### src/rtl/mem_req_ctrl.sv
// Request front-end for the single-port memory: queues host requests in a FIFO,
// issues them one at a time and returns read data over a valid/ready channel.
package mem_pkg;
  typedef struct packed {
    int unsigned AWIDTH;
    int unsigned DWIDTH;
  } mem_param_t;

  localparam mem_param_t MEM_PARAM_DEFAULT = '{AWIDTH: 8, DWIDTH: 32};
endpackage

module mem_req_ctrl #(
  parameter mem_pkg::mem_param_t P     = mem_pkg::MEM_PARAM_DEFAULT,
  parameter int unsigned         DEPTH = 4
) (
  input  logic                       clk,
  input  logic                       rst,
  mem_req_ctrl_if.slave              bus,
  output logic [$clog2(DEPTH+1)-1:0] fifo_level
);
  localparam int unsigned AW = P.AWIDTH;
  localparam int unsigned DW = P.DWIDTH;
  localparam int unsigned PW = $clog2(DEPTH);
  localparam int unsigned LW = $clog2(DEPTH+1);

  typedef struct packed {
    logic          wr;
    logic [AW-1:0] addr;
    logic [DW-1:0] wdata;
  } entry_t;

  typedef enum logic [1:0] {IDLE, RD_WAIT, RSP} state_t;

  entry_t        fifo_mem [DEPTH];
  logic [PW-1:0] wptr, rptr;
  logic [LW-1:0] level;
  state_t        state, state_nxt;
  entry_t        head;
  logic          full, empty, push, pop, issue_rd;

  assign full          = (level == LW'(DEPTH));
  assign empty         = (level == '0);
  assign head          = fifo_mem[rptr];
  assign bus.req_ready = !rst && !full;
  assign push          = bus.req_valid && bus.req_ready;
  assign fifo_level    = level;

  always_ff @(posedge clk) begin
    if (push) fifo_mem[wptr] <= '{wr: bus.req_wr, addr: bus.req_addr, wdata: bus.req_wdata};
  end

  always_ff @(posedge clk or posedge rst) begin
    if (rst) begin
      wptr  <= '0;
      rptr  <= '0;
      level <= '0;
    end else begin
      if (push) wptr <= wptr + PW'(1);
      if (pop)  rptr <= rptr + PW'(1);
      case ({push, pop})
        2'b10:   level <= level + LW'(1);
        2'b01:   level <= level - LW'(1);
        default: level <= level;
      endcase
    end
  end

  // Issue only from IDLE: a pending read blocks all further issue until its
  // response handshake, so no write can disturb the memory's read register.
  always_comb begin
    state_nxt     = state;
    pop           = 1'b0;
    issue_rd      = 1'b0;
    bus.mem_addr  = '0;
    bus.mem_wdata = '0;
    bus.mem_wr_en = 1'b0;
    bus.mem_rd_en = 1'b0;
    bus.rsp_valid = 1'b0;
    case (state)
      IDLE: begin
        if (!empty) begin
          pop           = 1'b1;
          bus.mem_addr  = head.addr;
          bus.mem_wdata = head.wdata;
          if (head.wr) begin
            bus.mem_wr_en = 1'b1;
          end else begin
            bus.mem_rd_en = 1'b1;
            issue_rd      = 1'b1;
            state_nxt     = RD_WAIT;
          end
        end
      end
      RD_WAIT: state_nxt = RSP;
      RSP: begin
        bus.rsp_valid = 1'b1;
        if (bus.rsp_ready) state_nxt = IDLE;
      end
      default: state_nxt = IDLE;
    endcase
  end

  always_ff @(posedge clk or posedge rst) begin
    if (rst) begin
      state         <= IDLE;
      bus.rsp_rdata <= '0;
      bus.rsp_addr  <= '0;
    end else begin
      state <= state_nxt;
      if (issue_rd)         bus.rsp_addr  <= head.addr;
      if (state == RD_WAIT) bus.rsp_rdata <= bus.mem_rdata;
    end
  end
endmodule
### src/rtl/mem_req_ctrl_if.sv
// Host request/response and memory-pin bundle for mem_req_ctrl.
// slave = controller side, master = host/memory side.
interface mem_req_ctrl_if #(
  parameter int unsigned AWIDTH = 8,
  parameter int unsigned DWIDTH = 32
);
  logic              req_valid;
  logic              req_ready;
  logic              req_wr;
  logic [AWIDTH-1:0] req_addr;
  logic [DWIDTH-1:0] req_wdata;
  logic              rsp_valid;
  logic              rsp_ready;
  logic [DWIDTH-1:0] rsp_rdata;
  logic [AWIDTH-1:0] rsp_addr;
  logic [AWIDTH-1:0] mem_addr;
  logic              mem_wr_en;
  logic              mem_rd_en;
  logic [DWIDTH-1:0] mem_wdata;
  logic [DWIDTH-1:0] mem_rdata;

  modport slave (
    input  req_valid, req_wr, req_addr, req_wdata, rsp_ready, mem_rdata,
    output req_ready, rsp_valid, rsp_rdata, rsp_addr,
           mem_addr, mem_wr_en, mem_rd_en, mem_wdata
  );

  modport master (
    output req_valid, req_wr, req_addr, req_wdata, rsp_ready, mem_rdata,
    input  req_ready, rsp_valid, rsp_rdata, rsp_addr,
           mem_addr, mem_wr_en, mem_rd_en, mem_wdata
  );
endinterface

### src/flat_wrapper.sv
// flat-port wrapper written by rule: the top's interface ports become plain ports
module mem_req_ctrl_flat 
#(
  parameter mem_pkg::mem_param_t P     = mem_pkg::MEM_PARAM_DEFAULT,
  parameter int unsigned         DEPTH = 4
)
  (clk, rst, fifo_level, bus_req_valid, bus_req_wr, bus_req_addr, bus_req_wdata, bus_rsp_ready, bus_mem_rdata, bus_req_ready, bus_rsp_valid, bus_rsp_rdata, bus_rsp_addr, bus_mem_addr, bus_mem_wr_en, bus_mem_rd_en, bus_mem_wdata);
  mem_req_ctrl_if bus_i ();
  input  logic clk;
  input  logic rst;
  output logic [$clog2(DEPTH+1)-1:0] fifo_level;
  input wire logic [$bits(bus_i.req_valid)-1:0] bus_req_valid;
  input wire logic [$bits(bus_i.req_wr)-1:0] bus_req_wr;
  input wire logic [$bits(bus_i.req_addr)-1:0] bus_req_addr;
  input wire logic [$bits(bus_i.req_wdata)-1:0] bus_req_wdata;
  input wire logic [$bits(bus_i.rsp_ready)-1:0] bus_rsp_ready;
  input wire logic [$bits(bus_i.mem_rdata)-1:0] bus_mem_rdata;
  output wire logic [$bits(bus_i.req_ready)-1:0] bus_req_ready;
  output wire logic [$bits(bus_i.rsp_valid)-1:0] bus_rsp_valid;
  output wire logic [$bits(bus_i.rsp_rdata)-1:0] bus_rsp_rdata;
  output wire logic [$bits(bus_i.rsp_addr)-1:0] bus_rsp_addr;
  output wire logic [$bits(bus_i.mem_addr)-1:0] bus_mem_addr;
  output wire logic [$bits(bus_i.mem_wr_en)-1:0] bus_mem_wr_en;
  output wire logic [$bits(bus_i.mem_rd_en)-1:0] bus_mem_rd_en;
  output wire logic [$bits(bus_i.mem_wdata)-1:0] bus_mem_wdata;
  assign bus_i.req_valid = bus_req_valid;
  assign bus_i.req_wr = bus_req_wr;
  assign bus_i.req_addr = bus_req_addr;
  assign bus_i.req_wdata = bus_req_wdata;
  assign bus_i.rsp_ready = bus_rsp_ready;
  assign bus_i.mem_rdata = bus_mem_rdata;
  assign bus_req_ready = bus_i.req_ready;
  assign bus_rsp_valid = bus_i.rsp_valid;
  assign bus_rsp_rdata = bus_i.rsp_rdata;
  assign bus_rsp_addr = bus_i.rsp_addr;
  assign bus_mem_addr = bus_i.mem_addr;
  assign bus_mem_wr_en = bus_i.mem_wr_en;
  assign bus_mem_rd_en = bus_i.mem_rd_en;
  assign bus_mem_wdata = bus_i.mem_wdata;
  mem_req_ctrl #(.P(P), .DEPTH(DEPTH)) u_core (.clk(clk), .rst(rst), .bus(bus_i), .fifo_level(fifo_level));
endmodule
### config.mk
export PLATFORM = sky130hd
export DESIGN_NAME = mem_req_ctrl_flat
export DESIGN_NICKNAME = d
export VERILOG_FILES = /design/src/rtl/mem_req_ctrl.sv /design/src/rtl/mem_req_ctrl_if.sv /design/src/flat_wrapper.sv
export SDC_FILE = /design/constraint.sdc
export NUM_CORES = 1
export LEC_CHECK = 0
export BUFFER_PORTS_ARGS = -buffer_cell sky130_fd_sc_hd__clkbuf_2
export CAP_MARGIN = 20
export CELL_PAD_IN_SITES_DETAIL_PLACEMENT = 1
export CELL_PAD_IN_SITES_GLOBAL_PLACEMENT = 1
export CORE_MARGIN = 1.5
export CORE_UTILIZATION = 30
export CTS_CLUSTER_DIAMETER = 30
export DETAILED_ROUTE_END_ITERATION = 10
export GPL_TIMING_DRIVEN = 1
export PLACE_DENSITY_LB_ADDON = 0.1
export RECOVER_POWER = 25
export SLEW_MARGIN = 20
export SYNTH_ARGS = -nofsm -noshare
export SYNTH_HDL_FRONTEND = slang
export SYNTH_SLANG_ARGS = --single-unit
### constraint.sdc
create_clock -name clk -period 6.46 [get_ports clk]
set_clock_uncertainty 0.15 [all_clocks]
set_input_delay 0.323 -clock clk [delete_from_list [all_inputs] [get_ports clk]]
set_output_delay 0.323 -clock clk [all_outputs]
set_load 0.005 [all_outputs]
==> metrics.md, run 1 <==
| Metric | Value |
|---|---|
| Status | `finished, final reports clean` |
| Final Hold Violating Endpoints | `0` |
| Setup bufs post-CTS | `0` |
| RSZ-0062 raised after global routing | `false` |
| Port Buffers | `163` |
| DRC errors left | `0` |
| Hold Path Class | `primary input to flop` |
| Crit end category | `output pin` |
| CTS H-tree depth | `2` |
| Die H | `168 µm` |
| Mapped Area | `8150 µm²` |
| Routed Antenna Nets | `0` |
| Initial antenna violation count | `0` |
| Wire per inst | `18.5 µm` |
| I/O pins | `164` |
| Count of final max-slew check failures | `0` |
| Pwr Density | `513 nW/µm²` |
| Critical Path Fanout Max | `43` |
| Core ar. | `26800 µm²` |
| Psw | `0.00169 W` |
| Hold endpoint | `u_core.wptr[0]` |
| Final setup TNS | `0 ns` |
| Peak Freq | `~0.30 GHz` |
| PostCTS Resize Cnt | `0` |
| Peak supply drop | `0.000247 V` |
| Cell Rows | `60` |
| Post-DP HPWL | `11.2 mm` |
| Rel. slew slack | `0.386` |
| CTS tree | `yes` |
| First-pass GRT wire length | `30.4 mm` |
| Worst-Margin Slew | `roughly 0.9 ns` |
| Sequential share of power | `0.320` |
| Tmin final | `between 3 and 4 ns` |
| Ant. Diodes | `0` |
| Gr ovfl total | `0` |
| Pin count of the biggest net entering global routing | `50` |
| DRT Pass-1 Iters | `4` |
| Critical path type | `flop to output pin` |
| Min-Delay Startpoint | `bus_req_valid` |
| CP startpoint kind | `flop` |
| Worst endpoint data arrival time | `2.92 ns` |
| Clk_lat worst skew | `0.55 ns` |
| Total Routing Usage GR | `0.142` |
| Nets@finish | `approximately 760` |
| Chip width | `168 µm` |
| Synthesized area per cell | `20.9 µm²` |
| Leak | `4.57 nW` |
| Routed WL | `19.5 mm` |
| Starting Density | `0.304` |
| Area Growth Syn to Fin | `46.7%` |
| Reg clk slew, reported paths | `approximately 0.040 ns` |
| Iter 0 DRT Violations | `about 170` |
| Critical R2R Launch | `u_core.fifo_level[0]` |
| Switching share of power | `0.275` |
| Vias in the first global route | `5291` |
| Cells after synthesis | `390` |
| Global placement routability congestion | `around 0.70` |
| Clk pwr share | `0.433` |
| Clock Tree Root | `clkbuf_16` |
| Layout cell share with drive strength beyond 1 | `0.441` |
| Comb pwr share | `0.247` |
| Post-Syn Nets | `~470` |
| Max Cap Viol | `0` |
| Vias per std cell | `4.46` |
| Final core occ | `0.446` |
| Yosys reg bits | `213` |
| Yosys warns | `0` |
| Full die area | `28200 µm²` |
| Part of the cycle the worst path needs | `0.525` |
| Reg2reg setup slack | `3.53 ns` |
| Worst reg2reg path depth | `4` |
| Vias | `4719` |
| Worst-case clock buffer depth | `3` |
| Final WS setup | `between 3 and 4 ns` |
| Worst R2R End | `u_core.fifo_mem[0][35]` |
| Int Pwr | `approximately 0.0044 W` |
| Dpl ws | `3.45 ns` |
| Sink Count | `213` |
| Cell depth of the worst hold path | `4` |
| Post-synthesis sequential area ratio | `0.755` |
| CP required | `5.99 ns` |
| Synth cell types | `22` |
| Cts bufs inserted | `54` |
| Setup violators final | `0` |
==> final cells by class <==
cell class,count,area [µm²]
Clock buffer,64,1440
Multi-Input combinational cell,153,1910
Fill cell,2587,14800
Sequential cell,213,6160
Inverter,6,23.8
Clock inverter,35,405
Timing Repair Buffer,245,1600
Tap cell,341,427
==> worst max-delay path by stage <==
stage,depth (start not counted),endpoint,from,slack (ns)
2_1_floorplan,3,u_core.fifo_mem[0][0],u_core.fifo_level[0],3.78
5_1_grt,3,bus_mem_rd_en,u_core.rptr[0],2.82
3_3_place_gp,4,u_core.fifo_mem[0][35],u_core.fifo_level[0],3.55
4_1_cts,3,bus_mem_rd_en,u_core.rptr[0],2.94
3_5_place_dp,4,u_core.fifo_mem[0][35],u_core.fifo_level[0],3.45
6_report,3,bus_mem_rd_en,u_core.rptr[0],3.07
==> metrics by stage <==
step | instance area, µm² | instances | total power (W) | hold WS, ns
after floorplan | 8150 | 390 | 0.00283 | 0.272
after global placement | 9370 | 882 | 0.00345 | 0.337
after detailed placement | 9370 | 882 | 0.00348 | 0.346
after CTS | 12000 | 1056 | 0.00622 | 0.0767
after global routing | 12000 | 1057 | 0.00646 | 0.111
final | 12000 | 1057 | 0.00613 | 0.0979
==> cell usage after synthesis (all sizes together) <==
master | number | area (µm²)
edfxtp | 164 | 4920
or2 | 1 | 6.26
inv | 6 | 22.5
nor3 | 3 | 26.3
xor2 | 3 | 26.3
a211oi | 1 | 7.51
buf | 5 | 31.3
and2 | 45 | 282
nor3b | 1 | 7.51
nand2b | 2 | 12.5
o21ai | 1 | 5.00
a21oi | 1 | 5.00
xnor2 | 3 | 26.3
fa | 1 | 20.0
mux4 | 41 | 923
ha | 5 | 62.6
nor2 | 3 | 11.3
mux2 | 42 | 473
dfrtp | 49 | 1230
clkbuf | 13 | 48.8
==> flip-flops by register name, summed over array words and instances (netlist names) <==
signal                count
u_core.fifo_mem         164
u_core.rptr               2
u_core.bus.rsp_addr       8
u_core.wptr               2
u_core.bus.rsp_rdata     32
u_core.fifo_level         3
u_core.state              2
==> layer usage <==
metal	vias to the layer above	routed length [µm]	GRT usage	share of wire
met5	-	0	0	0
met4	0	536	0.0541	0.027
met3	49	1160	0.0353	0.059
met2	172	9350	0.233	0.48
met1	2386	8500	0.181	0.43
li1	2112	-	-	-
==> layout by cell type (no fill, tap or decap), types with 2 or more instances in the layout <==
cell             n
clkinv_1         6
buf_4            6
inv_1            5
dlygate4sd3_1   75
xnor2_1          3
dfrtp_1         47
mux2_2          42
clkinv_4         2
ha_1             5
xor2_1           3
clkinv_2        12
bufinv_16        7
nor2_1           2
nand2b_1         2
clkbuf_1        40
mux4_2          41
nor3_1           2
and2_2           4
clkbuf_2       129
edfxtp_1       164
clkbuf_8         3
and2_1          41
clkbuf_16       55
clkinvlp_4       6
==> kinds of logic after synthesis <==
logic type	after synthesis	synth area share
compound gates	3	0.00215
fa+ha+maj	6	0.0101
xor+xnor	6	0.00645
buf+inv	24	0.0126
flops	213	0.755
mux	83	0.171
simple gates	55	0.0424
==> power groups by stage <==
stage               clock [W]  combinational, W  sequential [W]
detailed placement          0           0.00148         0.00199
floorplan                   0          0.000930         0.00190
finish                0.00266           0.00151         0.00196
global route          0.00279           0.00166         0.00201
global placement            0           0.00147         0.00198
CTS                   0.00271           0.00153         0.00197
==> what timing repair did <==
item / CTS / global route
setup endpoints to repair: 0 / 0
hold buffers: 75 / 0
hold endpoints to repair: 246 / 0
==> worst max-delay path, cell delays in order, from the launching register on <==
cell and delay (ns):
dfrtp_4 1.01, mux4_2 0.67, nor3_4 0.47, clkbuf_2 0.21
Power figures use the tool's default switching activity.
==> run 2, diff against run 1 <==
--- a/config.mk
+++ b/config.mk
@@ -5,6 +5,7 @@
 export SDC_FILE = /design/constraint.sdc
 export NUM_CORES = 1
 export LEC_CHECK = 0
+export ABC_AREA = 1
 export BUFFER_PORTS_ARGS = -buffer_cell sky130_fd_sc_hd__clkbuf_2
 export CAP_MARGIN = 20
 export CELL_PAD_IN_SITES_DETAIL_PLACEMENT = 1
==> constraint.sdc (replaced) <==
create_clock -name clk -period 3.08 [get_ports clk]
set_clock_uncertainty 0.15 [all_clocks]
set_input_delay 0.154 -clock clk [delete_from_list [all_inputs] [get_ports clk]]
set_output_delay 0.154 -clock clk [all_outputs]
set_load 0.005 [all_outputs]
==> metrics.md, run 2 <==
| Metric | Value |
|---|---|
| CTS H-tree depth | `2` |
| Yosys reg bits | `213` |
| Int Pwr | `0.00888 W` |
| Max reg flops | `164` |
| Peak Freq | `between 0.4 and 0.5 GHz` |
| Yosys warns | `0` |
| Die H | `172 µm` |
| Status | `finished, final reports clean` |
| Pin count of the biggest net entering global routing | `84` |
| Nets@finish | `1042` |
| Vias in the first global route | `6793` |
| Final Hold Violating Endpoints | `0` |
| CP peak stage delay | `0.52 ns` |
| I/O pins | `between 150 and 200` |
| Global placement routability congestion | `0.715` |
| Full die area | `29500 µm²` |
| Cells after synthesis | `682` |
| Post-synthesis sequential area ratio | `0.720` |
| Most frequent cells in the layout | `164 x edfxtp_1, 131 x nor2_1, 129 x clkbuf_2, 76 x dlygate4sd3_1, 67 x nand2_1` |
| Count of final max-slew check failures | `0` |
| Cell Rows | `61` |
| Sink Count | `~210` |
| DRC errors left | `0` |
| First-pass GRT wire length | `36.7 mm` |
| Comb pwr share | `0.302` |
| Vias | `6154` |
| CP startpoint kind | `flop` |
| Switching share of power | `0.328` |
| Largest cells by area after synthesis | `edfxtp_1 58%, dfrtp_1 14%, nor2_1 5.9%` |
| Synthesized area per cell | `12.5 µm²` |
| Max Cap Viol | `0` |
| Async SR Flop Fraction | `0.230` |
| Post-CTS Hold Fix Bufs | `76` |
| Commonest non-fill, non-tap cell in the layout | `edfxtp_1` |
| Total Routing Usage GR | `0.164` |
| Number of buffers and inverters on the critical path | `2` |
| Worst-Margin Slew | `0.801 ns` |
| Routed Antenna Nets | `0` |
| Layout cell share with drive strength beyond 1 | `0.273` |
| Chip width | `172 µm` |
| Critical path type | `flop to output pin` |
| Cts bufs inserted | `53` |
| Setup bufs post-CTS | `0` |
| Clock Tree Root | `clkbuf_16` |
| Commonest register cell after synthesis | `edfxtp_1` |
| Peak supply drop | `0.000607 V` |
| Critical-path cell list | `nor2_2 -> nand2_1 -> nand2_2 -> buf_4 -> a21oi_1 -> clkbuf_2` |
| Hold Path Class | `primary input to asynchronous set/reset pin` |
| Iter 0 DRT Violations | `between 200 and 300` |
| Post-synth top area share | `0.576` |
| RSZ-0062 raised after global routing | `false` |
| Pwr Total | `0.0132 W` |
| Pwr Density | `between 1000 and 1500 nW/µm²` |
| Post-Syn Nets | `765` |
| Port Buffers | `163` |
| Worst-case clock buffer depth | `3` |
| Reg clk slew, reported paths | `0.05 ns` |
| Post-synth EDFFs | `between 150 and 200` |
| Area Growth Syn to Fin | `43.1%` |
| Clk pwr share | `0.398` |
| Vias per std cell | `between 4 and 5` |
| Mapped Area | `about 8500 µm²` |
| PostCTS Resize Cnt | `0` |
| Wire per inst | `17.4 µm` |
| Worst endpoint data arrival time | `roughly 2.2 ns` |
| Top-count cell post-synth | `edfxtp_1` |
| DRT Pass-1 Iters | `4` |
| Leak | `4.99 nW` |
| Most flop-heavy register | `u_core.fifo_mem` |
| Tmin final | `2.48 ns` |
| Final setup TNS | `0 ns` |
| Setup violators final | `0` |
| Sequential share of power | `0.299` |
| Fillers | `3028` |
| Core ar. | `~28000 µm²` |
| Part of the cycle the worst path needs | `0.806` |
| CTS tree | `yes` |
| Starting Density | `0.306` |
| Crit-path leading delay family | `buffers and inverters` |
| Largest registers | `u_core.fifo_mem x164, u_core.bus.rsp_rdata x32, u_core.bus.rsp_addr x8` |
| Initial antenna violation count | `1` |
| Gr ovfl total | `0` |
| Slowest-stage cell, CP | `buf_4` |
| Rel. slew slack | `0.464` |
| Crit end category | `output pin` |
| Commonest cells in the netlist | `164 x edfxtp_1, 135 x nor2_1, 67 x nand2_1` |
| Clk_lat worst skew | `0.54 ns` |
| CP required | `approximately 2.8 ns` |
| Synth cell types | `25` |
| Psw | `0.00433 W` |
| Post-DP HPWL | `14.1 mm` |
| Area leader, netlist | `edfxtp_1` |
| Routed WL | `24.1 mm` |
| Critical Path Fanout Max | `between 40 and 50` |
## run 2: cell count changes after synthesis, moves of 6 or more
cell and delta:
nor2_1 +132, nand2_1 +67, o21ai_0 +65, and2_1 -45, a21oi_1 +41, mux4_2 -41
inv_1 +39, nand3_1 +28, buf_2 +11, clkbuf_1 -11, mux2_2 -9, buf_6 +6
## run 2: logic make-up after synthesis
logic type / count (synthesis) / synth area share
muxes: 33 / 0.0435
DFF: 213 / 0.720
and+or+nand+nor: 236 / 0.111
xor gates and xnor gates: 4 / 0.00410
adders and majority gates: 6 / 0.00966
buffers and inverters: 82 / 0.0489
AOI/OAI and AO/OA: 108 / 0.0632
## run 2: power by group through the flow
stage	sequential (W)	clock, W	combinational [W]
floorplan	0.00397	0	0.00240
global placement	0.00397	0	0.00394
detailed placement	0.00400	0	0.00402
CTS	0.00396	0.00537	0.00413
global route	0.00402	0.00552	0.00450
finish	0.00395	0.00526	0.00399
## run 2: worst paths after layout
path | from | endpoint | slack, ns | cells after the start
max in group asynchronous | rst | u_core.rptr[0] | 2.03 | 4
worst max-delay path | u_core.fifo_level[1] | bus_mem_wdata[1] | 0.60 | 6
min in group clk | bus_mem_rdata[17] | u_core.bus.rsp_rdata[17] | 0.24 | 3
worst min-delay path | rst | u_core.fifo_level[2] | 0.24 | 4
worst min register to register | u_core.bus.rsp_addr[0] | u_core.bus.rsp_addr[0] | 0.32 | 2
worst max register to register | u_core.fifo_level[1] | u_core.fifo_level[2] | 0.70 | 9
## run 2: worst reg2reg max path: stages, from the launching register on
cell     delay (ns)
dfrtp_1        0.42
nor2_2         0.18
nand2_1        0.09
nand2_2        0.07
inv_1          0.22
ha_1           0.33
fa_1           0.40
a21oi_1        0.14
o21ai_0        0.12
xor2_1         0.17
## run 2: metal layers
metal / up-vias / share of wire / track usage / routed length [µm]
met3: 54 / 0.051 / 0.0370 / 1230
met4: 0 / 0.027 / 0.0597 / 647
met1: 3037 / 0.40 / 0.190 / 9710
li1: 2918 / - / - / -
met5: - / 0 / 0 / 0
met2: 145 / 0.52 / 0.295 / 12500
## run 2: area by class of cell
cell class | count | area, µm² | area share
Clock inverter | 31 | 299 | 0.0244
Sequential cell | 213 | 6160 | 0.503
Clock buffer | 68 | 1430 | 0.117
Timing Repair Buffer | 257 | 1680 | 0.137
Multi-Input combinational cell | 387 | 2010 | 0.164
Tap cell | 378 | 473 | 0.0387
Antenna cell | 1 | 2.50 | 0.000205
Inverter | 47 | 180 | 0.0147
## run 2: metrics by stage
step | cell area [µm²] | utilization | std cells | hold WS [ns] | worst slack [ns]
final | 12200 | 0.438 | 1382 | 0.241 | 0.597
after global placement | 9780 | 0.350 | 1206 | 0.218 | 0.746
after detailed placement | 9780 | 0.350 | 1206 | 0.227 | 0.648
after global routing | 12200 | 0.438 | 1382 | 0.235 | 0.417
after floorplan | 8580 | - | 682 | 0.0443 | 0.324
after CTS | 12300 | 0.439 | 1381 | 0.209 | 0.536
